[src/rtl/neurosa_host_ctrl.sv]
`default_nettype none
// neurosa_host_ctrl: host-side master for the neuron array ins/outs/rd/readDone bus.
// Streams count, begin marker and config words, anneals, then captures readouts into a result FIFO.
module neurosa_host_ctrl #(
  parameter int FP_DATA_WIDTH   = 16,
  parameter int NEURON_ID_WIDTH = 8,
  parameter int COUNT_HOLD      = 2,
  parameter int WORD_HOLD       = 2,
  parameter int RES_DEPTH       = 32,
  parameter int READ_TIMEOUT    = 64
) (
  input  logic                       clk,
  input  logic                       reset_l,
  input  logic                       start,
  input  logic [NEURON_ID_WIDTH-1:0] n_active,
  input  logic [15:0]                run_cycles,
  input  logic [7:0]                 num_samples,
  input  logic [FP_DATA_WIDTH-1:0]   cfg_data,
  input  logic                       cfg_valid,
  output logic                       cfg_ready,
  output logic [FP_DATA_WIDTH-1:0]   chip_ins,
  output logic                       chip_rd,
  input  logic [FP_DATA_WIDTH-1:0]   chip_outs,
  input  logic                       chip_read_done,
  output logic [FP_DATA_WIDTH-1:0]   res_data,
  output logic                       res_last,
  output logic                       res_valid,
  input  logic                       res_ready,
  output logic                       busy,
  output logic                       done,
  output logic                       err
);

  localparam int AW  = $clog2(RES_DEPTH);
  localparam int TW  = $clog2(READ_TIMEOUT + 1);
  localparam int WCW = NEURON_ID_WIDTH + 2;

  typedef enum logic [2:0] {
    S_IDLE, S_SEND_COUNT, S_SEND_BEGIN, S_LOAD, S_RUN, S_READ_REQ, S_READ, S_DONE
  } state_t;

  state_t                     state, state_d;
  logic [FP_DATA_WIDTH-1:0]   ins_q, ins_d;
  logic [15:0]                hold_q, hold_d;
  logic [WCW-1:0]             words_q, words_d;
  logic [NEURON_ID_WIDTH-1:0] n_q, n_d;
  logic [15:0]                run_q, run_d;
  logic [15:0]                run_cnt_q, run_cnt_d;
  logic [7:0]                 samp_q, samp_d;
  logic [TW-1:0]              to_q, to_d;
  logic                       err_q, err_d;
  logic                       push;

  logic [FP_DATA_WIDTH:0] mem [RES_DEPTH];
  logic [AW-1:0]          wr_ptr, rd_ptr;
  logic [AW:0]            count;
  logic                   do_push, do_pop;
  logic [31:0]            free_slots, need_slots;

  assign free_slots = 32'(RES_DEPTH) - 32'(count);
  assign need_slots = 32'(n_q >> 4) + 32'd1;

  always_comb begin
    state_d   = state;
    ins_d     = ins_q;
    hold_d    = hold_q;
    words_d   = words_q;
    n_d       = n_q;
    run_d     = run_q;
    run_cnt_d = run_cnt_q;
    samp_d    = samp_q;
    to_d      = to_q;
    err_d     = err_q;
    cfg_ready = 1'b0;
    chip_rd   = 1'b0;
    push      = 1'b0;
    done      = 1'b0;
    case (state)
      S_IDLE: begin
        ins_d = '0;
        if (start) begin
          if (n_active == '0) begin
            err_d = 1'b1;
          end else begin
            err_d   = 1'b0;
            n_d     = n_active;
            run_d   = run_cycles;
            samp_d  = num_samples;
            ins_d   = FP_DATA_WIDTH'(n_active);
            hold_d  = 16'(COUNT_HOLD - 1);
            state_d = S_SEND_COUNT;
          end
        end
      end
      S_SEND_COUNT: begin
        if (hold_q == 16'd0) begin
          ins_d   = '1;
          state_d = S_SEND_BEGIN;
        end else begin
          hold_d = hold_q - 16'd1;
        end
      end
      S_SEND_BEGIN: begin
        ins_d   = '0;
        hold_d  = 16'd0;
        words_d = {n_q, 2'b00};
        state_d = S_LOAD;
      end
      S_LOAD: begin
        if (hold_q != 16'd0) begin
          hold_d = hold_q - 16'd1;
        end else if (words_q == '0) begin
          ins_d     = '0;
          run_cnt_d = run_q;
          state_d   = S_RUN;
        end else begin
          cfg_ready = 1'b1;
          if (cfg_valid) begin
            ins_d   = cfg_data;
            hold_d  = 16'(WORD_HOLD - 1);
            words_d = words_q - WCW'(1);
          end else begin
            // The chip consumes words on a fixed cadence, so a missing word is unrecoverable.
            err_d   = 1'b1;
            ins_d   = '0;
            state_d = S_IDLE;
          end
        end
      end
      S_RUN: begin
        if (run_cnt_q != 16'd0) begin
          run_cnt_d = run_cnt_q - 16'd1;
        end else if (free_slots >= need_slots) begin
          state_d = S_READ_REQ;
        end
      end
      S_READ_REQ: begin
        chip_rd = 1'b1;
        to_d    = '0;
        state_d = S_READ;
      end
      S_READ: begin
        chip_rd = !chip_read_done;
        push    = 1'b1;
        if (chip_read_done) begin
          samp_d = (samp_q == 8'd0) ? 8'd0 : samp_q - 8'd1;
          if (samp_q <= 8'd1) begin
            state_d = S_DONE;
          end else begin
            run_cnt_d = run_q;
            state_d   = S_RUN;
          end
        end else if (to_q == TW'(READ_TIMEOUT - 1)) begin
          err_d   = 1'b1;
          state_d = S_IDLE;
        end else begin
          to_d = to_q + TW'(1);
        end
      end
      S_DONE: begin
        done    = 1'b1;
        state_d = S_IDLE;
      end
      default: state_d = S_IDLE;
    endcase
  end

  always_ff @(posedge clk or negedge reset_l) begin
    if (!reset_l) begin
      state     <= S_IDLE;
      ins_q     <= '0;
      hold_q    <= '0;
      words_q   <= '0;
      n_q       <= '0;
      run_q     <= '0;
      run_cnt_q <= '0;
      samp_q    <= '0;
      to_q      <= '0;
      err_q     <= 1'b0;
    end else begin
      state     <= state_d;
      ins_q     <= ins_d;
      hold_q    <= hold_d;
      words_q   <= words_d;
      n_q       <= n_d;
      run_q     <= run_d;
      run_cnt_q <= run_cnt_d;
      samp_q    <= samp_d;
      to_q      <= to_d;
      err_q     <= err_d;
    end
  end

  assign chip_ins = ins_q;
  assign err      = err_q;
  assign busy     = (state != S_IDLE);

  // Full guard only matters when a timed-out read keeps pushing without draining.
  assign do_push   = push && (count != (AW+1)'(RES_DEPTH));
  assign res_valid = (count != '0);
  assign do_pop    = res_valid && res_ready;
  assign res_data  = mem[rd_ptr][FP_DATA_WIDTH-1:0];
  assign res_last  = mem[rd_ptr][FP_DATA_WIDTH];

  always_ff @(posedge clk) begin
    if (do_push) mem[wr_ptr] <= {chip_read_done, chip_outs};
  end

  always_ff @(posedge clk or negedge reset_l) begin
    if (!reset_l) begin
      wr_ptr <= '0;
      rd_ptr <= '0;
      count  <= '0;
    end else begin
      if (do_push) wr_ptr <= wr_ptr + AW'(1);
      if (do_pop)  rd_ptr <= rd_ptr + AW'(1);
      count <= count + (AW+1)'(do_push) - (AW+1)'(do_pop);
    end
  end

endmodule
`default_nettype wire
[config.mk]
export PLATFORM = sky130hd
export DESIGN_NAME = neurosa_host_ctrl
export DESIGN_NICKNAME = d
export VERILOG_FILES = /design/src/rtl/neurosa_host_ctrl.sv
export SDC_FILE = /design/constraint.sdc
export NUM_CORES = 1
export LEC_CHECK = 0
export CAP_MARGIN = 20
export CORE_MARGIN = 2
export CORE_UTILIZATION = 37
export CTS_BUF_LIST = sky130_fd_sc_hd__clkbuf_16
export DETAILED_ROUTE_END_ITERATION = 6
export PLACE_DENSITY_LB_ADDON = 0.15
export SLEW_MARGIN = 5
export SYNTH_ARGS = -nofsm -noshare
export SYNTH_HDL_FRONTEND = slang
export SYNTH_SLANG_ARGS = --single-unit
[constraint.sdc]
create_clock -name clk -period 3.6 [get_ports clk]
set_clock_uncertainty 0.05 [all_clocks]
set_input_delay 0.72 -clock clk [delete_from_list [all_inputs] [get_ports clk]]
set_output_delay 0.72 -clock clk [all_outputs]
set_load 0.05 [all_outputs]
# Word level (Yosys, flattened, before mapping)
# Memories as Yosys holds them, arrays and structs flattened.
# Index checks and enable logic that the tools add are counted.
# totals
ff_bits,117
mem_bits_rw,544
inputBits,70
output_inout_bits,39
mem_count,1
# classes
add_sub_neg,11
magnitude_cmp,2
eq_ne,30
muxes,60
n_bitwise,1
n_reduce_logical,27
# mem_list
memory,words,width,read_ports,rd_ports_with_merged_regs,write_ports,line,source
mem,32,17,1,0,1,54,logic [FP_DATA_WIDTH:0] mem [RES_DEPTH];
# ops
operator,n
$mux 16,15
$pmux 16 s4,2
$mux 8,6
$pmux 16 s3,1
$ne 2x2->1 const B,17
$ge 32x5->1,1
$reduce_bool 16->1,2
$sub 16x1->16 const B,2
$mux 10,3
$mux 3,10
$pmux 3 s8,1
$pmux 10 s2,1
$logic_not 16->1,1
$logic_not 8->1,2
$pmux 8 s2,1
$mux 1,14
$mux 7,2
$pmux 7 s2,1
$eq 3x3->1 const B,4
$ne 3x3->1 const B,4
$reduce_and 6->1,2
$add 5x1->5 const B,2
$logic_not 10->1,1
$sub 10x1->10 const B,1
other kinds (26),35

# Logic depth before layout (Yosys ltp)
# Gate-level depths: netlist of run 1.
# logic_depth
word_depth,5
ltp_mapped,15

# Worst setup path after synthesis of run 1
# Ideal clock, no wire load.
# synth_timing
kind,flip-flop to output port
from,register rd_ptr[0]
to,output port res_data[0]
arrival_ps,2678
t_required_ps,2830
setup_slack_ps,152
stages_incl_launch_ff,7
path_buffers,3
path_cell_list,dfrtp_1 -> clkbuf_1 -> buf_2 -> buf_1 -> mux4_2 -> mux4_2 -> mux2_2
# synth_via
elab_chain_len,1
# synth_lines
item,line,source
start: declaration,55,"logic [AW-1:0] wr_ptr, rd_ptr;"
start signal: assignment,216,if (do_pop) rd_ptr <= rd_ptr + AW'(1);
$mem_v2 32x17,--,
end: declaration,25,"output logic [FP_DATA_WIDTH-1:0] res_data,"
# No other way between the ends.

# Worst setup path after layout of run 1
# layout_timing
from,register rd_ptr[0]
to,output port res_data[15]
# Same word-level chain as after synthesis.

==> results of run 1 <==
-- cell families after synthesis --
kind of cell	count (synthesis)	share of synthesized area [%]
AO/OA/AOI/OAI	179	3.99
multiplexers	214	15.9
adder cells (fa/ha/maj)	30	1.41
XOR/XNOR	33	1.06
flip-flops	661	70.7
buffers and inverters	106	1.56
AND/OR/NAND/NOR	297	5.41
-- worst register-to-register path, delay by kind of cell (launching register included) --
family | cells | cell delay, ps
adders and majority gates | 1 | 180
AOI/OAI and AO/OA | 3 | 1190
DFF | 1 | 410
buffers and inverters | 1 | 80
and+or+nand+nor | 3 | 880
-- timing repair --
action / 4_1_cts / 5_1_grt
hold buffers: 0 / 0
setup buffers: 11 / 1
endpoints found under the setup margin: 18 / 18
resized for setup: 36 / 8
hold endpoints to repair: 0 / 0
pin swaps: 0 / 0
gates cloned: 6 / 6
-- power by group through the flow --
stage / Combinational [mW] / Clock [mW] / Sequential, mW
after floorplan: 6.28 / 0 / 9.70
after global placement: 9.13 / 0 / 9.80
after detailed placement: 9.23 / 0 / 9.81
after CTS: 10.1 / 7.45 / 9.60
after global routing: 11.0 / 7.75 / 9.69
final: 10.1 / 7.25 / 9.60
-- state kept, by name, indices dropped and copies added (netlist names), 3 cells and up --
| signal | cells |
|---|---|
| mem | 544 |
| chip_ins | 16 |
| hold_q | 16 |
| run_cnt_q | 16 |
| run_q | 16 |
| words_q | 10 |
| n_q | 8 |
| samp_q | 8 |
| to_q | 7 |
| count | 6 |
| rd_ptr | 5 |
| wr_ptr | 5 |
| state | 3 |
-- layout by cell type, fill, tap and decap left out, types with 8 or more instances in the layout --
cell type / instances
o21ai_0: 51
a21oi_1: 65
clkinv_2: 17
bufinv_16: 8
mux4_2: 170
dfrtp_1: 113
or4_1: 8
nand4_1: 16
nor2_1: 76
clkinv_1: 13
buf_6: 17
nand3_1: 24
or3_1: 10
o31ai_1: 13
buf_12: 24
xor2_1: 22
xnor2_1: 11
ha_1: 29
nor4_1: 12
edfxtp_1: 544
buf_16: 11
clkbuf_16: 80
nor2_2: 33
nor3_1: 25
mux2_2: 36
clkdlybuf4s50_1: 88
inv_1: 42
nand2_1: 52
buf_4: 90
-- stage by stage --
stage / setup slack [ps] / setup TNS (ps) / std cells / hold slack [ps] / utilization [%]
after global routing: -248 / -3580 / 2773 / 167 / 45.7
after detailed placement: 275 / 0 / 2617 / 420 / 41.6
after floorplan: 152 / 0 / 1520 / 374 / -
final: -180 / -2300 / 2773 / 142 / 45.7
after CTS: -233 / -3250 / 2763 / 128 / 45.3
after global placement: 280 / 0 / 2617 / 412 / 41.6
-- layout make-up --
class,instances,area [µm²]
fill,6252,39600
clock inverter,55,469
inverter,31,116
sequential,661,19300
timing repair buffer,240,2740
tap,959,1200
clock buffer,74,1850
multi-input combinational,753,7670
-- path summary, 6_finish.rpt --
path                       cells after the start        start            to
setup / recovery                               7    rd_ptr[0]  res_data[15]
hold / removal                                 1      reset_l       to_q[4]
setup reg to reg                               8   words_q[0]      state[2]
hold reg to reg                                2  chip_ins[7]   chip_ins[7]
max in group asynchronous                      2      reset_l  chip_ins[15]
min in group clk                               2  chip_ins[7]   chip_ins[7]
-- layer usage --
layer / up-vias / GRT usage [%] / wire (µm)
met1: 7816 / 24.6 / 29400
met2: 320 / 29.9 / 33000
met3: 90 / 3.41 / 2960
met5: - / 0 / 16
met4: 2 / 4.17 / 1250
li1: 6590 / - / -
==> impl_metrics.tcl, run 1 <==
set metrics [dict create \
    core-area_um2 73000 \
    postSynthCellCount 1520 \
    fin_ws_ps -180 \
    synth-seq-cells 661 \
    post_dp_cell_area_um2 30300 \
    criticalPathCategory "reg2out" \
    switching_power_mw 8.91 \
    critical-path-slowest-cell "mux4_2" \
    worstPathRequired_ps 2830 \
    clock_sinks 661 \
    synth_warnings 0 \
    clock_latency_ps 600 \
    die_height_um 275 \
    cts-htree-levels 3 \
    antenna_found_initial 1 \
    tightestPinTransition_ps 1030 \
    crit_path_start_kind "flip-flop" \
    postRouteAntennaNets 0 \
    finalInstanceArea_um2 33300 \
    fmax_mhz 265 \
    rows 99 \
    cp_max_fo 7 \
    routed_wl_um 66700 \
    hold_path.class "in2async" \
    dpl.hpwl_um 41000 \
    grt_max_degree 55 \
    ys_top_cells_by_area "edfxtp_1, mux4_2, dfrtp_1" \
    die_w_um 275 \
    pin_count 109 \
    syn_avg_cell_area_um2 17.9 \
    synth.cell_area_um2 27200 \
    cp_cell_sequence "buf_12 -> buf_12 -> clkbuf_16 -> mux4_2 -> mux4_2 -> mux2_4 -> buf_6" \
    post-route-drc-count 0 \
    p_comb_share_pct 37.6 \
    end_kind "output pin" \
    numCtsBuffers 72 \
    maxCapViolCount 0 \
    gp_congestion 0.797 \
    yosysTopAreaCellShare_pct 60.0 \
    io_buffers 108 \
    switching_share_pct 33.0 \
    post-route-min-period_ps 3780 \
    fin_nets 1859 \
    irDropWorstVdd_v 0.00102 \
    synth_ff_type "edfxtp_1" \
    violations "negative setup slack" \
    die-area_um2 75800 \
    first_pass_iters 5 \
    first_iter_violations 1132 \
    setup_viol 17 \
    grt-ovfl-total 0 \
    syn_to_final_growth_pct 22.3 \
    rsz0062_at_grt "yes" \
    vias_per_cell 5.34 \
    ys_seq_area_share_pct 70.7 \
    cp.arrival_ps 3010 \
    clk_path_buf_depth 3 \
    diodes 0 \
    grt_pass1_vias 15645 \
    regToRegSetupSlack_ps 680 \
    layout-drive-gt1-share_pct 29.0 \
    ys_types 68 \
    ctsRootBufferMaster "clkbuf_16" \
    slew_viol_final 0 \
    p_total_mw 27.0 \
    hold_viol_final 0 \
    internal_power_mw 18.1 \
    powerDensity_nw_per_um2 810 \
    fin_crit_sh_pct 105 \
    detailroute.via_count 14818 \
    critical_path.top_delay_family "multiplexers" \
    ys_top_cells_by_count "edfxtp_1, mux4_2, dfrtp_1, nor2_1, a21oi_1" \
    synth_most_common_cell "edfxtp_1" \
    cts_tree "yes" \
    relSlewSlack_pct 31.4 \
    status "finished with violations" \
    yosysTopAreaCell "edfxtp_1" \
    worstPathBufferInverterCount 4 \
    synth-async-reset-ratio_pct 17.7 \
    slowest_delay_ps 530 \
    groute.usage.overall_pct 18.0 \
    synth_edf_count 544 \
    leakage_nw 11.5 \
    clkPwrFrac_pct 26.9 \
    path_clk_slew_ps 60 \
    wl_per_cell_um 24.0 \
    synth_nets 1620 \
    pwr-share-seq_pct 35.6 \
    initial_utilization_pct 37.3 \
    grt_first_pass_wirelength_um 101000 \
]
Power figures use the tool's default switching activity.
==> inputs of run 2 (changes only) <==
--- a/config.mk
+++ b/config.mk
@@ -10,7 +10,7 @@
 export CORE_UTILIZATION = 37
 export CTS_BUF_LIST = sky130_fd_sc_hd__clkbuf_16
 export DETAILED_ROUTE_END_ITERATION = 6
-export PLACE_DENSITY_LB_ADDON = 0.15
+export PLACE_DENSITY = 0.61
 export SLEW_MARGIN = 5
 export SYNTH_ARGS = -nofsm -noshare
 export SYNTH_HDL_FRONTEND = slang
==> run 2 against run 1 <==
The run still ends with negative setup slack left. Via count rose by 0.20%. Hold slack got worse by 4.5 ps. First-iteration DRC count rose by 21%. Power barely moved. Sequential power fell by 0.4%. Clock power barely moved. Combinational power barely moved. Register-to-register slack improved by 40 ps.
==> impl_metrics.tcl, run 2 (synthesized netlist as in run 1, its figures left out) <==
set metrics [dict create \
    antenna_found_initial 0 \
    crit_path_start_kind "flip-flop" \
    pin_count 109 \
    numCtsBuffers 72 \
    violations "negative setup slack" \
    leakage_nw 11.4 \
    tightestPinTransition_ps 1090 \
    rsz0062_at_grt "yes" \
    ctsRootBufferMaster "clkbuf_16" \
    die_height_um 275 \
    clock_sinks 661 \
    diodes 0 \
    final_common_cell "edfxtp_1" \
    criticalPathCategory "reg2out" \
    p_comb_share_pct 37.7 \
    clkPwrFrac_pct 26.9 \
    switching_share_pct 33.5 \
    groute.usage.overall_pct 17.0 \
    ctsHoldBuffers 0 \
    cts-htree-levels 3 \
    slew_viol_final 0 \
    regToRegSetupSlack_ps 720 \
    hold_path.class "in2async" \
    post-route-min-period_ps 3790 \
    cp_max_fo 8 \
    powerDensity_nw_per_um2 814 \
    clock_latency_ps 630 \
    status "finished with violations" \
    die_w_um 275 \
    fin_crit_sh_pct 105 \
    maxCapViolCount 0 \
    vias_per_cell 5.39 \
    grt-ovfl-total 0 \
    syn_to_final_growth_pct 21.8 \
    hold_viol_final 0 \
    layout-drive-gt1-share_pct 28.4 \
    post-route-drc-count 0 \
    p_total_mw 27.0 \
    pwr-share-seq_pct 35.4 \
    cp.arrival_ps 3020 \
    fin_ws_ps -192 \
    clk_path_buf_depth 3 \
    core-area_um2 73000 \
    reg2reg_from "words_q[0]" \
    routed_wl_um 63500 \
    grt_use_met1_pct 22.7 \
    io_buffers 108 \
    relSlewSlack_pct 27.4 \
    largest_register_ffs 544 \
    fin_nets 1839 \
    met3_usage_pct 3.38 \
    grt_pass1_vias 15300 \
    internal_power_mw 18.0 \
    cts_tree "yes" \
    top_usage_layer "met2" \
    grt_max_degree 62 \
    dpl.hpwl_um 37300 \
    met2_usage_pct 28.6 \
    grt_first_pass_wirelength_um 95400 \
    rows 99 \
    setup_viol 17 \
    path_clk_slew_ps 60 \
    die-area_um2 75800 \
    mostFrequentLayoutCells "edfxtp_1, mux4_2, dfrtp_1, clkdlybuf4s50_1" \
    largest_register "mem" \
    wl_per_cell_um 23.1 \
    postRouteAntennaNets 0 \
    irDropWorstVdd_v 0.00144 \
    switching_power_mw 9.06 \
    first_pass_iters 5 \
    first_iter_violations 1366 \
    reg2reg_to "state[2]" \
    gp_congestion 0.787 \
    rr_worst_depth 8 \
    finish.utilization_pct 45.5 \
    fmax_mhz 264 \
    initial_utilization_pct 37.3 \
    whs_ps 138 \
    worstPathRequired_ps 2830 \
    end_kind "output pin" \
    detailroute.via_count 14848 \
]
[run 2: routing by layer]
| layer | part of all wire, % | wire length (µm) |
|---|---|---|
| met4 | 1.7 | 1060 |
| met1 | 42 | 26600 |
| met2 | 50 | 32000 |
| met3 | 6.2 | 3910 |
| met5 | 0 | 0 |
[run 2: stage by stage]
stage	TNS, ps	setup WS [ps]	cells	instance area (µm²)
floorplan	0	152	1520	27200
finish	-2730	-192	2753	33200
detailed placement	0	293	2591	30100
global route	-3830	-250	2753	33200
global placement	0	307	2591	30100
CTS	-3460	-226	2741	33000
[run 2: worst max-delay path by stage]
stage | startpoint | end | slack [ps] | depth (start not counted)
global route | rd_ptr[0] | res_data[14] | -250 | 6
detailed placement | rd_ptr[0] | res_data[14] | 290 | 5
global placement | rd_ptr[0] | res_data[14] | 310 | 5
floorplan | rd_ptr[0] | res_data[0] | 150 | 6
finish | rd_ptr[0] | res_data[6] | -190 | 7
CTS | rd_ptr[0] | res_data[3] | -230 | 6
[run 2: power by group through the flow]
stage          logic (mW)  clock network, mW  registers, mW
2_1_floorplan        6.28                  0           9.70
3_3_place_gp         8.93                  0           9.73
3_5_place_dp         9.07                  0           9.75
4_1_cts              10.1               7.44           9.55
5_1_grt              10.9               7.77           9.65
6_report             10.2               7.26           9.56
[run 2: repair_timing]
| item | 4_1_cts | 5_1_grt |
|---|---|---|
| setup endpoints to repair | 17 | 18 |
| buffers inserted | 12 | 4 |
| gates cloned | 9 | 3 |
| resized for setup | 44 | 7 |
[run 2: cell type report]
type	count	area, µm²
clock buffers	73	1830
clock inverters	56	534
fillers	6219	39800
inverters	31	116
multi-input cells	753	7690
flip-flops and latches	661	19300
well taps	959	1200
repair buffers	220	2550
[run 2: critical path, cell delays in order (launching register included)]
cell and delay [ps]:
dfrtp_4 430, buf_12 180, buf_12 140, buf_16 130
mux4_2 490, mux4_2 530, mux2_4 320, buf_6 160
==> inputs of run 3 (changes only) <==
--- a/config.mk
+++ b/config.mk
@@ -15,3 +15,4 @@
 export SYNTH_ARGS = -nofsm -noshare
 export SYNTH_HDL_FRONTEND = slang
 export SYNTH_SLANG_ARGS = --single-unit
+export TNS_END_PERCENT = 10
==> run 3 against run 2 <==
The run still ends with negative setup slack left. Non-clock buffer count fell by 5. Sequential power barely moved. Hold slack barely moved. Worst setup slack got worse by 4.5 ps. Via count fell by 0.25%.
==> impl_metrics.tcl, run 3 (synthesized netlist as in run 1, its figures left out) <==
set metrics [dict create \
    die_w_um 275 \
    fin_ws_ps -197 \
    setup_viol 17 \
    cp_max_fo 8 \
    relSlewSlack_pct 27.5 \
    critical-path-slowest-cell "mux4_2" \
    first_pass_iters 5 \
    crit_path_start_kind "flip-flop" \
    switching_power_mw 9.00 \
    postRouteAntennaNets 0 \
    worstPathRequired_ps 2830 \
    switching_share_pct 33.5 \
    grt_first_pass_wirelength_um 95300 \
    layout-drive-gt1-share_pct 28.2 \
    fmax_mhz 263 \
    maxCapViolCount 0 \
    irDropWorstVdd_v 0.00144 \
    detailroute.via_count 14811 \
    rows 99 \
    grt-ovfl-total 0 \
    initial_utilization_pct 37.3 \
    final_common_cell "edfxtp_1" \
    tns_ps -2590 \
    largest_register "mem" \
    criticalPathCategory "reg2out" \
    grt_max_degree 62 \
    first_iter_violations 1393 \
    dpl.hpwl_um 37300 \
    clock_latency_ps 630 \
    pin_count 109 \
    post-route-min-period_ps 3800 \
    die_height_um 275 \
    ctsRootBufferMaster "clkbuf_16" \
    rsz0062_at_grt "yes" \
    pwr-share-seq_pct 35.6 \
    grt_pass1_vias 15310 \
    nFillCells 6235 \
    powerDensity_nw_per_um2 811 \
    tightestPinTransition_ps 1080 \
    cp.arrival_ps 3030 \
    syn_to_final_growth_pct 21.4 \
    final-seq-area_um2 19300 \
    clkPwrFrac_pct 27.0 \
    status "finished with violations" \
    path_clk_slew_ps 60 \
    place_worst_setup_slack_ps 293 \
    slew_viol_final 0 \
    groute.usage.overall_pct 17.0 \
    diodes 0 \
    numCtsBuffers 72 \
    multi_input_area_um2 7690 \
    routed_wl_um 63200 \
    mostFrequentLayoutCells "edfxtp_1, mux4_2, dfrtp_1, clkdlybuf4s50_1, nor2_1" \
    hold_viol_final 0 \
    cp_cell_sequence "buf_12 -> buf_12 -> buf_16 -> mux4_2 -> mux4_2 -> mux2_4 -> buf_6" \
    die-area_um2 75800 \
    end_kind "output pin" \
    cts_tree "yes" \
    largest_register_ffs 544 \
    violations "negative setup slack" \
    core-area_um2 73000 \
    fin_crit_sh_pct 105 \
    placed_cells 2591 \
    leakage_nw 11.3 \
    cts-htree-levels 3 \
    slowest_delay_ps 530 \
    p_comb_share_pct 37.3 \
    hold_path.class "in2async" \
    antenna_found_initial 0 \
    io_buffers 108 \
    post-route-drc-count 0 \
    fin_nets 1834 \
    internal_power_mw 17.8 \
    clock_sinks 661 \
    clk_path_buf_depth 3 \
    gp_congestion 0.787 \
    final_cells 2748 \
    wl_per_cell_um 23.0 \
    vias_per_cell 5.39 \
]
[run 3: cell count changes in the layout (fill, tap and decap cells not counted)]
cell / previous run / this run
buf_16: 14 / 11
buf_4: 75 / 73
buf_6: 13 / 16
buf_8: 8 / 7
clkbuf_16: 76 / 74
mux2_2: 32 / 31
mux2_4: 10 / 11
[run 3: cell type report]
class | instances | share of cell area, %
clock buffers | 73 | 5.52
clock inverters | 56 | 1.62
inverters | 31 | 0.352
multi-input cells | 753 | 23.3
flip-flops and latches | 661 | 58.3
well taps | 959 | 3.63
repair buffers | 215 | 7.33
[run 3: path summary, 6_finish.rpt]
path                            slack (ps)   startpoint  depth (start not counted)             to
min in group clk                       430  chip_ins[3]                          2    chip_ins[3]
worst min register to register         430  chip_ins[3]                          2    chip_ins[3]
worst min-delay path                   140      reset_l                          1  run_cnt_q[11]
worst max register to register         720   words_q[0]                          8       state[2]
max in group asynchronous             2490      reset_l                          2   run_cnt_q[1]
worst max-delay path                  -200    rd_ptr[0]                          7       res_last
[run 3: power groups by stage]
stage	Combinational [mW]	Sequential (mW)	Clock [mW]
global placement	8.93	9.73	0
finish	10.0	9.56	7.25
detailed placement	9.07	9.75	0
floorplan	6.28	9.70	0
CTS	10.0	9.55	7.44
global route	10.7	9.65	7.77
[run 3: stage by stage]
stage | hold slack (ps) | area, µm² | utilization (%) | power, mW
after CTS | 147 | 32900 | 45.1 | 27.0
after detailed placement | 423 | 30100 | 41.2 | 18.8
final | 137 | 33100 | 45.3 | 26.8
after global routing | 189 | 33100 | 45.3 | 28.2
after global placement | 414 | 30100 | 41.2 | 18.7
after floorplan | 374 | 27200 | - | 16.0
[run 3: per-layer routing]
metal | routed length (µm) | GRT usage [%] | vias up
met5 | 0 | 0 | -
met4 | 1060 | 4.41 | 0
met3 | 3740 | 3.44 | 70
met2 | 31600 | 28.5 | 417
met1 | 26800 | 22.6 | 7796
li1 | - | - | 6528
[run 3: timing repair]
action,CTS,global route
hold buffers,0,0
hold endpoints to repair,0,0
setup endpoints to repair,17,18
setup buffers,12,4
cloned,7,1
gates resized for setup,41,10
[run 3: critical path: cells and delay by family (launching register included)]
family	cells	cell delay, ps
flops	1	430
mux	3	1340
buf+inv	4	600
